[config.mk]
export PLATFORM = sky130hd
export DESIGN_NAME = alu_pipe
export DESIGN_NICKNAME = d
export VERILOG_FILES = /design/src/rtl/alu_pkg.sv /design/src/rtl/alu_pipe_core.sv /design/src/rtl/alu_pipe.sv
export SDC_FILE = /design/constraint.sdc
export NUM_CORES = 1
export LEC_CHECK = 0
export BUFFER_PORTS_ARGS = -buffer_cell sky130_fd_sc_hd__buf_2
export CAP_MARGIN = 20
export CORE_MARGIN = 3
export CORE_UTILIZATION = 29
export CTS_CLUSTER_DIAMETER = 80
export DETAILED_ROUTE_END_ITERATION = 10
export SETUP_SLACK_MARGIN = 0.05
export SKIP_CTS_REPAIR_TIMING = 1
export SLEW_MARGIN = 30
export SYNTH_ARGS = -nofsm -noshare
export SYNTH_HDL_FRONTEND = slang
export SYNTH_SLANG_ARGS = --single-unit
[constraint.sdc]
create_clock -name clk -period 14.1 [get_ports clk]
set_input_delay 1.41 -clock clk [delete_from_list [all_inputs] [get_ports clk]]
set_output_delay 1.41 -clock clk [all_outputs]
set_load 0.05 [all_outputs]
[src/rtl/alu_pkg.sv]
// rtl/alu_pkg.sv - opcode map, flag bit positions and saturating-add helper shared by alu_pipe
package alu_pkg;

    localparam logic [3:0] OP_ADD    = 4'h0;
    localparam logic [3:0] OP_SUB    = 4'h1;
    localparam logic [3:0] OP_XOR    = 4'h2;
    localparam logic [3:0] OP_RED    = 4'h3;
    localparam logic [3:0] OP_SLL    = 4'h4;
    localparam logic [3:0] OP_SRA    = 4'h5;
    localparam logic [3:0] OP_ROR    = 4'h6;
    localparam logic [3:0] OP_PADDSB = 4'h7;
    localparam logic [3:0] OP_LW     = 4'h8;
    localparam logic [3:0] OP_SW     = 4'h9;

    localparam int FLG_Z = 2;
    localparam int FLG_V = 1;
    localparam int FLG_N = 0;

    localparam int SAT_MAX_W = 64;

    // Operands arrive sign-extended to SAT_MAX_W; w selects the signed range to clamp into.
    function automatic logic signed [SAT_MAX_W-1:0] sat_add(
        input logic signed [SAT_MAX_W-1:0] a,
        input logic signed [SAT_MAX_W-1:0] b,
        input int unsigned                 w
    );
        logic signed [SAT_MAX_W:0] sum;
        logic signed [SAT_MAX_W:0] hi;
        logic signed [SAT_MAX_W:0] lo;
        sum = {a[SAT_MAX_W-1], a} + {b[SAT_MAX_W-1], b};
        hi  = (65'sd1 <<< (w - 1)) - 65'sd1;
        lo  = -(65'sd1 <<< (w - 1));
        if (sum > hi)
            sat_add = hi[SAT_MAX_W-1:0];
        else if (sum < lo)
            sat_add = lo[SAT_MAX_W-1:0];
        else
            sat_add = sum[SAT_MAX_W-1:0];
    endfunction

endpackage

[src/rtl/alu_pipe_core.sv]
// rtl/alu_pipe_core.sv - combinational ALU between the two pipeline registers
// ALU_SAT_EN: ADD/SUB clamp on signed overflow instead of wrapping.
module alu_pipe_core
    import alu_pkg::*;
#(
    parameter int WIDTH  = 16,
    parameter int LANE_W = 4,
    parameter int SHW    = $clog2(WIDTH)
) (
    input  logic [3:0]       op,
    input  logic [WIDTH-1:0] a,
    input  logic [WIDTH-1:0] b,
    output logic [WIDTH-1:0] result,
    output logic [2:0]       flag_val,
    output logic [2:0]       flag_mask
);

    localparam int NLANES = WIDTH / LANE_W;
    localparam int NBYTES = 2 * WIDTH / 8;

    logic                    sub;
    logic [WIDTH-1:0]        b_eff;
    logic [WIDTH-1:0]        sum;
    logic                    ovf;
    logic [SHW-1:0]          amt;
    logic [SHW:0]            ramt;
    logic [2*WIDTH-1:0]      ab;
    logic signed [WIDTH-1:0] red_acc;
    logic [WIDTH-1:0]        lanes;
    logic [LANE_W-1:0]       la;
    logic [LANE_W-1:0]       lb;

    always_comb begin
        sub   = (op == OP_SUB);
        b_eff = sub ? ~b : b;
        sum   = a + b_eff + {{(WIDTH-1){1'b0}}, sub};
        ovf   = (a[WIDTH-1] == b_eff[WIDTH-1]) && (sum[WIDTH-1] != a[WIDTH-1]);

        amt  = b[SHW-1:0];
        ramt = (SHW+1)'(WIDTH) - {1'b0, amt};

        ab      = {a, b};
        red_acc = '0;
        for (int i = 0; i < NBYTES; i++)
            red_acc = red_acc + WIDTH'($signed(ab[8*i +: 8]));

        lanes = '0;
        la    = '0;
        lb    = '0;
        for (int l = 0; l < NLANES; l++) begin
            la = a[l*LANE_W +: LANE_W];
            lb = b[l*LANE_W +: LANE_W];
            lanes[l*LANE_W +: LANE_W] = LANE_W'(sat_add(SAT_MAX_W'($signed(la)),
                                                        SAT_MAX_W'($signed(lb)), LANE_W));
        end

        result    = '1;
        flag_mask = '0;
        case (op)
            OP_ADD, OP_SUB: begin
`ifdef ALU_SAT_EN
                // On overflow both effective operands share A's sign, so A picks the rail.
                result = ovf ? {a[WIDTH-1], {(WIDTH-1){~a[WIDTH-1]}}} : sum;
`else
                result = sum;
`endif
                flag_mask = 3'b111;
            end
            OP_XOR: begin
                result           = a ^ b;
                flag_mask[FLG_Z] = 1'b1;
            end
            OP_RED:    result = red_acc;
            OP_SLL: begin
                result           = a << amt;
                flag_mask[FLG_Z] = 1'b1;
            end
            OP_SRA: begin
                result           = $signed(a) >>> amt;
                flag_mask[FLG_Z] = 1'b1;
            end
            OP_ROR: begin
                result           = (a >> amt) | (a << ramt);
                flag_mask[FLG_Z] = 1'b1;
            end
            OP_PADDSB: result = lanes;
            OP_LW, OP_SW: result = a + b;
            default:   result = '1;
        endcase

        flag_val        = '0;
        flag_val[FLG_Z] = (result == '0);
        flag_val[FLG_V] = ovf;
        flag_val[FLG_N] = result[WIDTH-1];
    end

endmodule

[src/rtl/alu_pipe.sv]
// rtl/alu_pipe.sv - two-stage valid/ready ALU pipeline with Z/V/N flag register and flush
// ALU_SAT_EN (in alu_pipe_core) selects saturating ADD/SUB.
module alu_pipe
    import alu_pkg::*;
#(
    parameter int WIDTH  = 16,
    parameter int LANE_W = 4,
    parameter int SHW    = $clog2(WIDTH)
) (
    input  logic             clk,
    input  logic             rst,
    input  logic             flush,
    input  logic             in_valid,
    output logic             in_ready,
    input  logic [3:0]       in_op,
    input  logic [WIDTH-1:0] in_a,
    input  logic [WIDTH-1:0] in_b,
    output logic             out_valid,
    input  logic             out_ready,
    output logic [WIDTH-1:0] out_result,
    output logic [3:0]       out_op,
    output logic [2:0]       flags
);

    logic             s1_valid;
    logic [3:0]       s1_op;
    logic [WIDTH-1:0] s1_a;
    logic [WIDTH-1:0] s1_b;
    logic             s2_valid;
    logic [2:0]       s2_flag_val;
    logic [2:0]       s2_flag_mask;
    logic [WIDTH-1:0] core_result;
    logic [2:0]       core_flag_val;
    logic [2:0]       core_flag_mask;
    logic             s1_adv;
    logic             s2_adv;
    logic             out_fire;

    assign s2_adv    = ~s2_valid | out_ready;
    assign s1_adv    = ~s1_valid | s2_adv;
    assign in_ready  = s1_adv;
    assign out_valid = s2_valid;
    assign out_fire  = s2_valid & out_ready;

    alu_pipe_core #(
        .WIDTH  (WIDTH),
        .LANE_W (LANE_W),
        .SHW    (SHW)
    ) u_core (
        .op        (s1_op),
        .a         (s1_a),
        .b         (s1_b),
        .result    (core_result),
        .flag_val  (core_flag_val),
        .flag_mask (core_flag_mask)
    );

    always_ff @(posedge clk) begin
        if (rst) begin
            s1_valid     <= 1'b0;
            s1_op        <= '0;
            s1_a         <= '0;
            s1_b         <= '0;
            s2_valid     <= 1'b0;
            out_result   <= '0;
            out_op       <= '0;
            s2_flag_val  <= '0;
            s2_flag_mask <= '0;
            flags        <= '0;
        end else begin
            // The op leaving this cycle retires even if a flush is also requested.
            if (out_fire)
                flags <= (flags & ~s2_flag_mask) | (s2_flag_val & s2_flag_mask);
            if (flush) begin
                s1_valid <= 1'b0;
                s2_valid <= 1'b0;
            end else begin
                if (s1_adv) begin
                    s1_valid <= in_valid;
                    if (in_valid) begin
                        s1_op <= in_op;
                        s1_a  <= in_a;
                        s1_b  <= in_b;
                    end
                end
                if (s2_adv) begin
                    s2_valid <= s1_valid;
                    if (s1_valid) begin
                        out_result   <= core_result;
                        out_op       <= s1_op;
                        s2_flag_val  <= core_flag_val;
                        s2_flag_mask <= core_flag_mask;
                    end
                end
            end
        end
    end

endmodule

# [Word level (Yosys, flattened, before mapping)]
# Index checks and enable logic that the tools add are counted.
[word_totals] out_inout_bits=25 inputBits=41 regBits=67
[op_classes] bitwise_logic=13 muxes=12 n_addsub=11 shifts=4 reduce_logical=9 n_lt_le_gt_ge=8 n_eq_ne=11
[ops] operator="one-hot mux 16 bit (8 select lines)" n=1
[ops] operator="adder 16 bit" n=2
[ops] operator="2-to-1 mux 4 bit" n=8
[ops] operator="adder 4 x 4 -> 5 bit" n=4
[ops] operator="greater-than comparator 5 x 4 -> 1 bit (second input constant)" n=4
[ops] operator="< comparator 5 x 4 -> 1 bit (second input constant)" n=4
[ops] operator="adder 16 x 1 -> 16 bit" n=1
[ops] operator="adder 16 x 8 -> 16 bit" n=1
[ops] operator="equality test 4 x 3 -> 1 bit (second input constant)" n=4
[ops] operator="logical NOT 16 bit" n=1
[ops] operator="2-to-1 mux 16 bit" n=1
[ops] operator="NOT 16 bit" n=1
[ops] operator="bitwise OR 16 bit" n=1
[ops] operator="left shift 16 x 4 -> 16 bit" n=1
[ops] operator="left shift 16 x 5 -> 16 bit" n=1
[ops] operator=">> shifter 16 x 4 -> 16 bit" n=1
[ops] operator=">>> shifter 16 x 4 -> 16 bit" n=1
[ops] operator="XOR 16 bit" n=1
[ops] operator="adder 9 x 8 -> 10 bit" n=1
[ops] operator="adder 8 x 8 -> 9 bit" n=1
[ops] operator="equality test 4 x 2 -> 1 bit (second input constant)" n=2
[ops] operator="equality test 4 bit (second input constant)" n=2
[ops] operator="AND 3 bit" n=2
[ops] operator="AND reduction 3 bit" n=2
[ops] operator="other kinds (15)" n=20

# [Logic depth before layout (Yosys ltp)]
# Gate-level depths: netlist of run 1.
[depth] word_depth=6 mapped_depth=24 mapped_depth_nobuf=22

# [Modules after synthesis]
# A second synthesis of run 1 with hierarchy kept.
[unflattened] hier_cells=1150 area_unflattened_um2=9442.8
[by_module_without_submodules] mod="alu_pipe_core" n_inst=1 seq_area_each_um2=0.0 area_each_um2=6608.8 cells_per_inst=851
[by_module_without_submodules] mod="alu_pipe" n_inst=1 seq_area_each_um2=1341.3 area_each_um2=2834.0 cells_per_inst=299

# [Worst setup path after synthesis of run 1]
# No wires, ideal clock.
[synth_path] kind="reg2reg" startpoint="register s1_b[1]" endpoint="register s2_flag_val[2]" setup_time_ps=69 path_slack_ps=9554 synth_period_minus_slack_ps=4546 arrival_ps=4477 n_path_buf=3 stages_incl_launch_ff=24 cell_sequence="dfxtp_1 > buf_4 > clkinv_1 > clkbuf_1 > fa_1 > inv_1 > ha_1 > fa_1 > a21oi_1 > nor2_1 > nor2_1 > xnor2_1 > ha_1 > clkbuf_1 > o21a_1 > nor3_1 > a31o_1 > nor4_2 > o311ai_1 > nor4_2 > nand4_1 > nor4_1 > nand4b_1 > o21ai_1"
[synth_via] elab_chain_len=6 elab_cells_between_ends=22 classes_between="8 x add/sub; 2 x order compare; 4 x shift; 4 x mux; 3 x bitwise; 1 x reduce/logical"
[synth_lines] element="start: declaration" line_no="alu_pipe.sv:28" text="logic [WIDTH-1:0] s1_b;"
[synth_lines] element="start signal: assignment" line_no="alu_pipe.sv:83" text="s1_b <= in_b;"
[synth_lines] element="parallel branches: the longest is 4 deep, another holds adder 16 x 8 -> 16 bit"
[synth_lines] element="one-hot mux 16 bit (8 select lines) *" line_no="alu_pipe_core.sv:59" text="case (op)"
[synth_lines] element="logical NOT 16 bit *" line_no="alu_pipe_core.sv:92" text="flag_val[FLG_Z] = (result == '0);"
[synth_lines] element="end signal: assignment" line_no="alu_pipe.sv:91" text="s2_flag_val <= core_flag_val;"
[synth_lines] element="end: declaration" line_no="alu_pipe.sv:30" text="logic [2:0] s2_flag_val;"
# Mark *: on every way between the ends.
# A chain may end at the register's enable or synchronous reset.

# [Worst setup path after layout of run 1]
# Ends and elaborated chain as after synthesis.

==> metrics.txt, run 1 <==
status complete, no violations; kind of critical path register to register; global-route wire length before repair 55800 microns; routability congestion estimate from global placement slightly above 1; synth unique cells 97; Core ar. around 0.03 sq mm; Total GRT Usage a little over a fifth; initial antenna violation count 0; register bit total from synthesis 65; Die H 182 microns; Reg power frac roughly 29%; Setup crit start s1_b[1]; syn avg cell area between 7 and 8 sq um; H-tree depth 3; # diodes 0; sequential fraction of the synthesis area 14.5%; clock buffer depth 2; final setup margin 8.26 ns; total CTS buffers 9; Rel. slew slack 27.8%; min Tclk post-route approximately 6 ns; I/O pins 66; Arr. time, crit path 6.12 ns; Routed Antenna Nets 0; Critical R2R Launch s1_b[1]; row count 63; total overflow reported by the global router 0; switching power 0.251 mW; cell area after layout 0.00987 sq mm; dpl cells 1571; Yosys top cell area share between 10 and 15%; worst slack at placement 8.34 ns; peak supply drop roughly 0.065 mV; routed length per instance 22.9 microns; Synth Cell Area 0.00895 sq mm; Leakage 3.84 nW; Crit. End Element register; via count of the first global-routing pass 9000; Clock power frac 35.5%; crit-path max FO 51; Max-cap violations 0; clock sinks 65; ys async rst share 0%; sw frac 36.3%; overall power 0.693 mW; Clock Latency Late Sink 0.35 ns; Area Overhead vs Synth 10.3%; setup violators final 0; fraction of layout cells with a size suffix above 1 14.8%; main area contributors after synthesis dfxtp_1 15%, nand2_1 7.3%, mux4_2 7.0%; crit share post-route 41.4%; commonest non-fill, non-tap cell in the layout nand2_1; DP HPWL 27800 microns; worst-margin pin slew approximately 1.1 ns; EDFF count, synth 0; DR iter-0 viols 1376; Yosys Warn Count 0; RSZ-0062 raised after global routing false; Setup Skew 0.00734 ns; Logic pwr share 35.4%; CTS tree yes; IO Port Bufs between 60 and 70; dpl cell area 0.00954 sq mm; final-report max-slew violation count 0; Req. time, crit path 14.38 ns; drt total wl 36300 microns; leading area contributor after synthesis dfxtp_1; Hold Crit Start out_result[9]; nets 1298; CTS Root Cell clkbuf_16; Via Count 9613; setup TNS 0 ns; most frequent cells in the layout 175 x nand2_1, 119 x a21oi_1, 81 x nor2_1; Vias/cell ~6.1; top_reg_cell synth dfxtp_1; Mapped Nets 1291; Die X-Extent 182 microns; Internal 0.441 mW; worst hold path class register to register; Starting Density 29.8%; drt pass-1 iters 6; final hold viol count 0; Worst-path clk slew 0.06 ns; full die area about 0.033 sq mm; Mapped Cells about 1200; drc violations 0; pwr/cell area 70.2 mW/mm^2; non-filler cells, final 1587; Worst Setup Start Kind register; fmax 0.171 GHz; largest net degree at the start of global routing 64
synth_stat cells, drive strengths merged, types with 18 or more instances:
| master | instances |
|---|---|
| xnor2 | 18 |
| nand2 | 175 |
| o21ai | 58 |
| ha | 50 |
| a21oi | 120 |
| a211oi | 25 |
| xor2 | 24 |
| clkbuf | 63 |
| nand2b | 18 |
| o211ai | 19 |
| buf | 37 |
| mux4 | 28 |
| nor3 | 29 |
| inv | 38 |
| dfxtp | 65 |
| nor2 | 82 |
| mux2i | 43 |
power by group through the flow:
stage / Clock (mW) / Combinational [mW] / Sequential, mW
2_1_floorplan: 0 / 0.168 / 0.207
3_3_place_gp: 0 / 0.237 / 0.205
3_5_place_dp: 0 / 0.238 / 0.206
4_1_cts: 0.253 / 0.240 / 0.201
5_1_grt: 0.261 / 0.265 / 0.202
6_report: 0.246 / 0.245 / 0.202
path summary, 6_finish.rpt:
| check | slack [ns] | depth (start not counted) | end |
|---|---|---|---|
| max | 8.26 | 21 | s2_flag_val[2] |
| min | 0.45 | 2 | out_result[9] |
| max reg2reg | 8.26 | 21 | s2_flag_val[2] |
| min reg2reg | 0.45 | 2 | out_result[9] |
per-stage QoR:
step	util, %	hold WS (ns)
after detailed placement	31.8	0.449
after CTS	32.9	0.458
after global routing	32.9	0.487
after floorplan	-	0.428
final	32.9	0.454
after global placement	31.8	0.442
sequential cells by signal, summed over array words and instances, names as in the netlist, named ones only:
register / count
s2_flag_val: 3
s1_valid: 1
out_valid: 1
out_op: 4
s2_flag_mask: 2
s1_a: 16
s1_b: 16
s1_op: 4
out_result: 15
layer usage:
| layer | routed length (microns) | track usage, % | share of wire [%] |
|---|---|---|---|
| met1 | 14900 | 29.2 | 41 |
| met2 | 16200 | 34.3 | 45 |
| met3 | 3490 | 3.55 | 9.6 |
| met4 | 1730 | 9.17 | 4.8 |
| met5 | 0 | 0 | 0 |
critical path, stage by stage (launching register included):
cell	delay (ns)
dfxtp_2	0.31
buf_4	0.52
clkinv_1	0.75
fa_1	0.75
inv_1	0.04
ha_1	0.21
fa_1	0.40
a21oi_1	0.16
nor2_1	0.06
nor2_1	0.15
xnor2_1	0.14
ha_1	0.34
a211oi_1	0.21
nor3_1	0.08
a31o_1	0.22
nor4_2	0.15
o311ai_1	0.17
nor4_2	0.41
nand4_1	0.13
nor4_1	0.33
nand4b_1	0.14
o21ai_1	0.08
cell type report:
type                    instances  area, sq um
inverters                      39          146
flip-flops and latches         65         1310
well taps                     390          488
fillers                      3230        20200
clock buffers                  10          239
clock inverters                 6         90.1
repair buffers                 96          558
multi-input cells             981         7050
logic make-up (layout without fill, tap and decap cells):
logic type / count (synthesis) / count (layout) / share of synthesized area [%]
AOI/OAI and AO/OA: 355 / 355 / 26.3
xor gates and xnor gates: 43 / 43 / 4.53
buffers and inverters: 139 / 151 / 6.83
DFF: 65 / 65 / 14.5
muxes: 82 / 82 / 13.2
adders and majority gates: 65 / 65 / 10.3
and+or+nand+nor: 436 / 436 / 24.3
Power figures use the tool's default switching activity.
==> run 2: changes to the inputs <==
- clock period: 14.1 -> 5.28 ns (I/O delays scaled with it)
==> metrics.txt, run 2 (same netlist as run 1, synthesis figures left out) <==
sw frac 38.2%; Worst Setup Start Kind register; final hold viol count 0; final setup margin 0.637 ns; dpl cells 1586; largest net degree at the start of global routing 64; Rel. slew slack 37.0%; fillcell total roughly 3200; non-filler cells, final 1602; clock buffer depth 2; Internal between 1 and 1.5 mW; worst reg2reg path depth 18; Clock Latency Late Sink roughly 0.35 ns; crit share post-route 87.9%; RSZ-0062 raised after global routing false; Setup Skew 0.00602 ns; routed length per instance between 20 and 25 microns; worst slack at placement 0.770 ns; Routed Antenna Nets 0; routability congestion estimate from global placement 1.11; clock sinks 65; kind of critical path register to register; total CTS buffers 9; commonest non-fill, non-tap cell in the layout nand2_1; Crit. End Element register; Worst-path clk slew 0.06 ns; # diodes 0; via count of the first global-routing pass around 9300; setup TNS 0 ns; Arr. time, crit path 4.92 ns; Largest regs s1_a x16, s1_b x16, out_result x15; I/O pins 66; row count 63; Leakage 3.89 nW; Area Overhead vs Synth 11.2%; Die X-Extent between 150 and 200 microns; Req. time, crit path 5.56 ns; total overflow reported by the global router 0; crit-path max FO 12; CTS Root Cell clkbuf_16; worst hold path class input pin to register; CTS tree yes; Logic pwr share a little under two fifths; most frequent cells in the layout 175 x nand2_1, 119 x a21oi_1, 81 x nor2_1; status complete, no violations; fraction of layout cells with a size suffix above 1 15.8%; Cells on Worst Hold Path 3; Die H 182 microns; nets between 1000 and 1500; Via Count a little under 10000; DR iter-0 viols 1298; Clock power frac 33.6%; drt total wl 39000 microns; Vias/cell ~6.1; pwr/cell area 184 mW/mm^2; switching power 0.699 mW; drt pass-1 iters 6; worst-margin pin slew ~0.94 ns; IO Port Bufs 65; Total GRT Usage between 20% and 30%; Reg power frac 29.6%; Max-cap violations 0; setup violators final 0; final-report max-slew violation count 0; full die area 0.0330 sq mm; drc violations 0; min Tclk post-route roughly 4.6 ns; DP HPWL 30000 microns; fmax 0.215 GHz; global-route wire length before repair 59100 microns; peak supply drop 0.211 mV; Core ar. between 0.03 and 0.04 sq mm; H-tree depth 3; Starting Density 29.8%; initial antenna violation count 0
## run 2: cell count changes in the layout (fill, tap and decap cells not counted)
cell,delta
buf_4,+15
clkinvlp_4,+3
bufinv_16,-1
clkbuf_8,-1
clkinv_2,-1
clkinv_4,-1
inv_6,+1
## run 2: path summary, 6_finish.rpt
check             slack [ns]             end           start
hold reg to reg         0.45  out_result[11]  out_result[11]
setup / recovery        0.64  s2_flag_val[2]         s1_a[2]
hold / removal          0.41        s1_a[10]        in_a[10]
setup reg to reg        0.64  s2_flag_val[2]         s1_a[2]
## run 2: per-stage QoR
stage,hold slack [ns],instance area [sq um],total power [mW],util (%)
after floorplan,0.428,8950,1.00,-
after global placement,0.443,9660,1.21,32.2
after detailed placement,0.443,9660,1.21,32.2
after CTS,0.400,9960,1.83,33.2
after global routing,0.408,9960,1.92,33.2
final,0.413,9960,1.83,33.2
## run 2: layout make-up
type / instances / area [sq um] / area share, %
Clock buffer: 9 / 225 / 2.26
Clock inverter: 7 / 77.6 / 0.779
Inverter: 39 / 146 / 1.47
Multi-Input combinational cell: 981 / 7050 / 70.8
Sequential cell: 65 / 1310 / 13.1
Tap cell: 390 / 488 / 4.90
Timing Repair Buffer: 111 / 671 / 6.73
## run 2: worst max-delay path: stages (launching register included)
cell and delay, ns:
dfxtp_1 0.63, fa_1 0.53, ha_1 0.32, a21o_1 0.18, a21oi_1 0.23, o21bai_1 0.09, a21oi_1 0.24, xnor2_1 0.15
ha_1 0.30, nor3b_1 0.16, a22oi_1 0.19, o211ai_1 0.13, nor4_1 0.27, o2111ai_1 0.16, nor3_1 0.28, nand4_1 0.12
nor4_1 0.34, nand4b_1 0.15, o21ai_1 0.10
## run 2: power by group through the flow
stage | logic [mW] | registers, mW | clock network, mW
floorplan | 0.449 | 0.552 | 0
global placement | 0.656 | 0.550 | 0
detailed placement | 0.655 | 0.551 | 0
CTS | 0.658 | 0.540 | 0.631
global route | 0.728 | 0.542 | 0.654
finish | 0.674 | 0.541 | 0.615
## run 2: routing by layer
layer / GRT usage (%) / up-vias / part of all wire, %
met4: 10.2 / 0 / 4.9
li1: - / 4438 / -
met3: 4.29 / 97 / 8.8
met5: 0 / - / 0
met2: 35.7 / 529 / 44
met1: 31.6 / 4643 / 42
